<file path="config.mk">
export PLATFORM = sky130hd
export DESIGN_NAME = seq_unsigned_divider_4_flat
export DESIGN_NICKNAME = d
export VERILOG_FILES = /design/src/rtl/seq_unsigned_divider_4_if.sv /design/src/rtl/seq_unsigned_divider_4.sv /design/src/flat_wrapper.sv
export SDC_FILE = /design/constraint.sdc
export NUM_CORES = 1
export LEC_CHECK = 0
export ABC_AREA = 1
export CAP_MARGIN = 5
export CORE_UTILIZATION = 40
export CTS_CLUSTER_DIAMETER = 100
export CTS_CLUSTER_SIZE = 20
export DETAILED_ROUTE_END_ITERATION = 16
export GPL_ROUTABILITY_DRIVEN = 0
export HOLD_SLACK_MARGIN = 0.15
export PLACE_DENSITY = 0.62
export SLEW_MARGIN = 20
export SYNTH_ARGS = -nofsm -noshare
export SYNTH_HDL_FRONTEND = slang
export SYNTH_SLANG_ARGS = --single-unit
</file>
<file path="constraint.sdc">
create_clock -name clk -period 2.3 [get_ports clk]
set_clock_uncertainty 0.1 [all_clocks]
set_input_delay 0.575 -clock clk [delete_from_list [all_inputs] [get_ports clk]]
set_output_delay 0.575 -clock clk [all_outputs]
set_load 0.1 [all_outputs]
</file>
<file path="src/rtl/seq_unsigned_divider_4_if.sv">
// Handshake and result bundle for the sequential unsigned divider.
// The requester drives the master side, and the divider sits on the slave side.
interface seq_unsigned_divider_4_if #(
    parameter int N = 4
);
    logic             start;
    logic [2*N-1:0]   dividend;
    logic [N-1:0]     divisor;
    logic             busy;
    logic             done;
    logic [2*N-1:0]   quotient;
    logic [N-1:0]     remainder;
    logic             div_by_zero;

    modport master (
        output start, dividend, divisor,
        input  busy, done, quotient, remainder, div_by_zero
    );

    modport slave (
        input  start, dividend, divisor,
        output busy, done, quotient, remainder, div_by_zero
    );
endinterface

</file>
<file path="src/rtl/seq_unsigned_divider_4.sv">
// Restoring divider: 2N-bit dividend by N-bit divisor, one quotient bit per clock, MSB first.
// The result registers change only on completion, so callers never see partial iterations.
module seq_unsigned_divider_4 #(
    parameter int N = 4
) (
    input  logic                  clk,
    input  logic                  rst,
    seq_unsigned_divider_4_if.slave bus
);
    localparam int W  = 2 * N;
    localparam int CW = $clog2(W);

    typedef enum logic [1:0] {IDLE, CALC, FIN} state_t;

    state_t         state_q;
    logic [CW-1:0]  cnt_q;
    logic [N-1:0]   prem_q;
    logic [N-1:0]   dvs_q;
    logic [W-1:0]   dvd_q;
    logic           busy_q;
    logic           done_q;
    logic           dbz_q;
    logic [W-1:0]   quo_q;
    logic [N-1:0]   rem_q;

    logic [N:0]     trial;
    logic           ge;
    logic [N-1:0]   prem_d;
    logic [W-1:0]   dvd_d;

    // The dividend register shifts left each step; its freed LSBs collect the quotient bits.
    always_comb begin
        trial  = {prem_q, dvd_q[W-1]};
        ge     = (trial >= {1'b0, dvs_q});
        prem_d = ge ? N'(trial - {1'b0, dvs_q}) : trial[N-1:0];
        dvd_d  = {dvd_q[W-2:0], ge};
    end

    always_ff @(posedge clk) begin
        if (rst) begin
            state_q <= IDLE;
            cnt_q   <= '0;
            prem_q  <= '0;
            dvs_q   <= '0;
            dvd_q   <= '0;
            busy_q  <= 1'b0;
            done_q  <= 1'b0;
            dbz_q   <= 1'b0;
            quo_q   <= '0;
            rem_q   <= '0;
        end else begin
            case (state_q)
                IDLE: begin
                    done_q <= 1'b0;
                    if (bus.start) begin
                        dvd_q <= bus.dividend;
                        dvs_q <= bus.divisor;
                        if (bus.divisor == '0) begin
                            state_q <= FIN;
                            done_q  <= 1'b1;
                            dbz_q   <= 1'b1;
                            quo_q   <= '1;
                            rem_q   <= '0;
                        end else begin
                            state_q <= CALC;
                            busy_q  <= 1'b1;
                            cnt_q   <= '0;
                            prem_q  <= '0;
                        end
                    end
                end
                CALC: begin
                    prem_q <= prem_d;
                    dvd_q  <= dvd_d;
                    cnt_q  <= cnt_q + 1'b1;
                    if (cnt_q == CW'(W - 1)) begin
                        state_q <= FIN;
                        busy_q  <= 1'b0;
                        done_q  <= 1'b1;
                        dbz_q   <= 1'b0;
                        quo_q   <= dvd_d;
                        rem_q   <= prem_d;
                    end
                end
                FIN: begin
                    state_q <= IDLE;
                    done_q  <= 1'b0;
                end
                default: begin
                    state_q <= IDLE;
                    busy_q  <= 1'b0;
                    done_q  <= 1'b0;
                end
            endcase
        end
    end

    assign bus.busy        = busy_q;
    assign bus.done        = done_q;
    assign bus.quotient    = quo_q;
    assign bus.remainder   = rem_q;
    assign bus.div_by_zero = dbz_q;
endmodule
</file>
<file path="src/flat_wrapper.sv">
// flat-port wrapper written by rule: the top's interface ports become plain ports
module seq_unsigned_divider_4_flat 
#(
    parameter int N = 4
)
  (clk, rst, bus_start, bus_dividend, bus_divisor, bus_busy, bus_done, bus_quotient, bus_remainder, bus_div_by_zero);
  seq_unsigned_divider_4_if #(.N(N)) bus_i ();
  input  logic clk;
  input  logic rst;
  input wire logic [$bits(bus_i.start)-1:0] bus_start;
  input wire logic [$bits(bus_i.dividend)-1:0] bus_dividend;
  input wire logic [$bits(bus_i.divisor)-1:0] bus_divisor;
  output wire logic [$bits(bus_i.busy)-1:0] bus_busy;
  output wire logic [$bits(bus_i.done)-1:0] bus_done;
  output wire logic [$bits(bus_i.quotient)-1:0] bus_quotient;
  output wire logic [$bits(bus_i.remainder)-1:0] bus_remainder;
  output wire logic [$bits(bus_i.div_by_zero)-1:0] bus_div_by_zero;
  assign bus_i.start = bus_start;
  assign bus_i.dividend = bus_dividend;
  assign bus_i.divisor = bus_divisor;
  assign bus_busy = bus_i.busy;
  assign bus_done = bus_i.done;
  assign bus_quotient = bus_i.quotient;
  assign bus_remainder = bus_i.remainder;
  assign bus_div_by_zero = bus_i.div_by_zero;
  seq_unsigned_divider_4 #(.N(N)) u_core (.clk(clk), .rst(rst), .bus(bus_i));
endmodule
</file>
==> qor.yml <==
run_status:
  status: "finished, final reports clean"
synth:
  syn_area_per_cell_sq_um: 7.47
  synthSimpleGateAreaFrac: 0.258
  synthesis.nets: 244
  synthCells: 222
  yosysWarnings: 0
  synth_compound_area_frac: 0.158
  synth_fa_ha_area_frac: 0.0574
  synth_top_family_by_area: "simple AND/OR/NAND/NOR gates"
  netlist_area_sq_mm: 0.00166
  yosysUniqueCellTypes: 26
  synth-xor-area-share: 0
  synthMuxAreaShare: 0
  synth-seq-cells: 36
  yosysSeqAreaShare: 0.435
grt:
  grt_start_max_net_pins: 20
  grt_pass1_vias: 1441
  antenna_found_initial: 0
  grt-ovfl-total: 0
  grt_pass1_wl_um: 6490
  track_usage: 0.198
sta:
  tns_ns: 0
  setup_ws_ns: 0.463
  setup-violations-final: 0
  fin_crit_ns: 1.84
  slew_headroom: 0.641
  whs_ns: 0.362
  rsz0062_at_grt: "no"
  fin_crit_sh: 0.799
  final_hold_viol_count: 0
  drv_slew: 0
  worstMarginPinSlew_ns: 0.538
  clock.fmax_mhz: 544
clocking:
  post_cts_buffers: 0
  cts.clk_slew.worst_paths_ns: 0.07
  cts_buffers: 5
  clk_latency_ns: 0.29
  cts_hold_buf: 0
  cts_tree: "done"
  cts_buffer_depth: 2
  cts-root-buf: "clkbuf_8"
  htree_levels: 2
  cts.sinks: 36
  cts.repair.resized: 0
drt:
  vias: 1464
  wl_met1_um: 1810
  drtIter0Drc: 86
  route.detailed.drc: 0
  dr.pass1.iters: 4
  finalWirelength_um: 3650
  wl_met3_um: 131
  routed.top_layer: "met4"
  viasPerCell: 4.80
  routedWlPerCell_um: 12.0
  ant_nets: 0
  dr_wl_met2_um: 1660
setup_path:
  rr_endpoint: "u_core.bus.remainder[1]"
  critPathLaunchType: "input pin"
  cp_max_fo: 12
  worstPathRequired_ns: 2.39
  worstRegToRegCells: 11
  crit_type: "in2reg"
  regToRegSetupSlack_ns: 0.50
  r2r_start: "u_core.cnt_q[0]"
  cp.arrival_ns: 1.93
  endpoint_kind: "flop"
power_and_ir_drop:
  p_leak_nw: 0.919
  power.density_mw_per_mm2: 1250
  vdd_drop_max_uv: 553
floorplanning:
  design.die.area_sq_mm: 0.00441
  io_pins: 30
  rows: 23
  start_util: 0.414
  die_x_um: 66.4
  die_h_um: 66.4
  fp.coreArea_sq_mm: 0.00400
hold_path:
  min_from: "u_core.dvd_q[2]"
  min_path_cells: 2
  hold_path_class: "reg2reg"
  hold_path_end: "u_core.dvd_q[2]"
cells_and_area:
  most-common-layout-cells: "nand2_1, dfxtp_1, a21oi_1, inv_1, nor2_1"
  fill_cells: 400
  fin_nets: 276
  area_delta_synth_final_pct: 23.2
  final_common_cell: "nand2_1"
  diodes: 0
  drive_gt1_frac: 0.157
placement:
  io_buffers: 29
  dpl_worst_slack_ns: 0.122
  hpwl_um: 2570
job:
  maxCapViolations: 0
[metrics by stage]
stage / instance area (sq um) / utilization / instances / total power (W)
3_5_place_dp: 1950 / 0.487 / 297 / 0.00210
5_1_grt: 2040 / 0.510 / 305 / 0.00274
3_3_place_gp: 1950 / 0.487 / 297 / 0.00210
4_1_cts: 2040 / 0.510 / 305 / 0.00258
2_1_floorplan: 1660 / - / 222 / 0.00185
6_report: 2040 / 0.510 / 305 / 0.00256
[cell usage after synthesis]
library cell  instances  area, sq um
nand2_1              39          146
dfxtp_1              36          721
a21oi_1              26          130
inv_1                23         86.3
nor2_1               22         82.6
nand3_1              13         65.1
o21ai_0              11         55.1
o21ai_1               8         40.0
ha_1                  6         75.1
inv_2                 5         18.8
o211ai_1              5         37.5
nand2_2               4         25.0
or2_0                 4         25.0
clkbuf_1              3         11.3
nand4_1               3         18.8
buf_6                 2         22.5
nor2_2                2         12.5
nor3_1                2         10.0
buf_2                 1         5.00
buf_4                 1         7.51
fa_1                  1         20.0
nand2_4               1         11.3
nand3b_1              1         7.51
nor2_4                1         11.3
or2_1                 1         6.26
or2_2                 1         6.26
[layer usage]
metal,vias up,track usage
met5,-,0
met4,0,0.0798
met3,4,0.0414
met2,26,0.315
met1,648,0.258
li1,786,-
[area by class of cell]
cell class	instances	area, sq um	share of cell area
Clock buffer	6	82.6	0.0404
Timing Repair Buffer	32	275	0.135
Tap cell	50	62.6	0.0306
Sequential cell	36	721	0.353
Clock inverter	2	10.0	0.00490
Inverter	28	105	0.0515
Multi-Input combinational cell	151	786	0.385
[sequential cells by signal, indices dropped and copies added (netlist names)]
name,flops
u_core.bus.quotient,8
u_core.dvd_q,8
u_core.bus.remainder,4
u_core.dvs_q,4
u_core.prem_q,4
u_core.cnt_q,3
u_core.state_q,2
u_core.bus.busy,1
u_core.bus.div_by_zero,1
u_core.bus.done,1
[cell families (layout without fill, tap and decap cells)]
group	Yosys count	count (layout)
simple gates	94	94
compound gates	50	50
flops	36	36
buf+inv	35	68
fa+ha+maj	7	7
[critical path, stage by stage]
cell             delay, ns
clkdlybuf4s50_1       0.42
nor2_1                0.17
nand4_1               0.16
nand2_2               0.09
nand2_2               0.09
inv_2                 0.20
nand3_1               0.12
nand2_1               0.07
inv_1                 0.03
[where the power goes]
| part | internal, W | leakage [nW] | total [W] | switching, W |
|---|---|---|---|---|
| logic | 0.000337 | 0.573 | 0.00125 | 0.000914 |
| clock network | 0.000239 | 0.0510 | 0.000471 | 0.000232 |
| registers | 0.000760 | 0.295 | 0.000840 | 0.0000794 |
[worst max path at each step]
stage / from / to / slack (ns) / cells past startpoint
5_1_grt: bus_divisor[3] / u_core.bus.remainder[3] / 0.31 / 9
4_1_cts: bus_divisor[3] / u_core.bus.remainder[2] / 0.43 / 9
6_report: bus_divisor[3] / u_core.bus.remainder[2] / 0.46 / 9
3_5_place_dp: bus_divisor[3] / u_core.bus.remainder[2] / 0.12 / 9
3_3_place_gp: bus_divisor[3] / u_core.bus.remainder[2] / 0.16 / 9
2_1_floorplan: u_core.dvd_q[7] / u_core.prem_q[2] / 0.69 / 10
(Power assumes the default switching activity.)
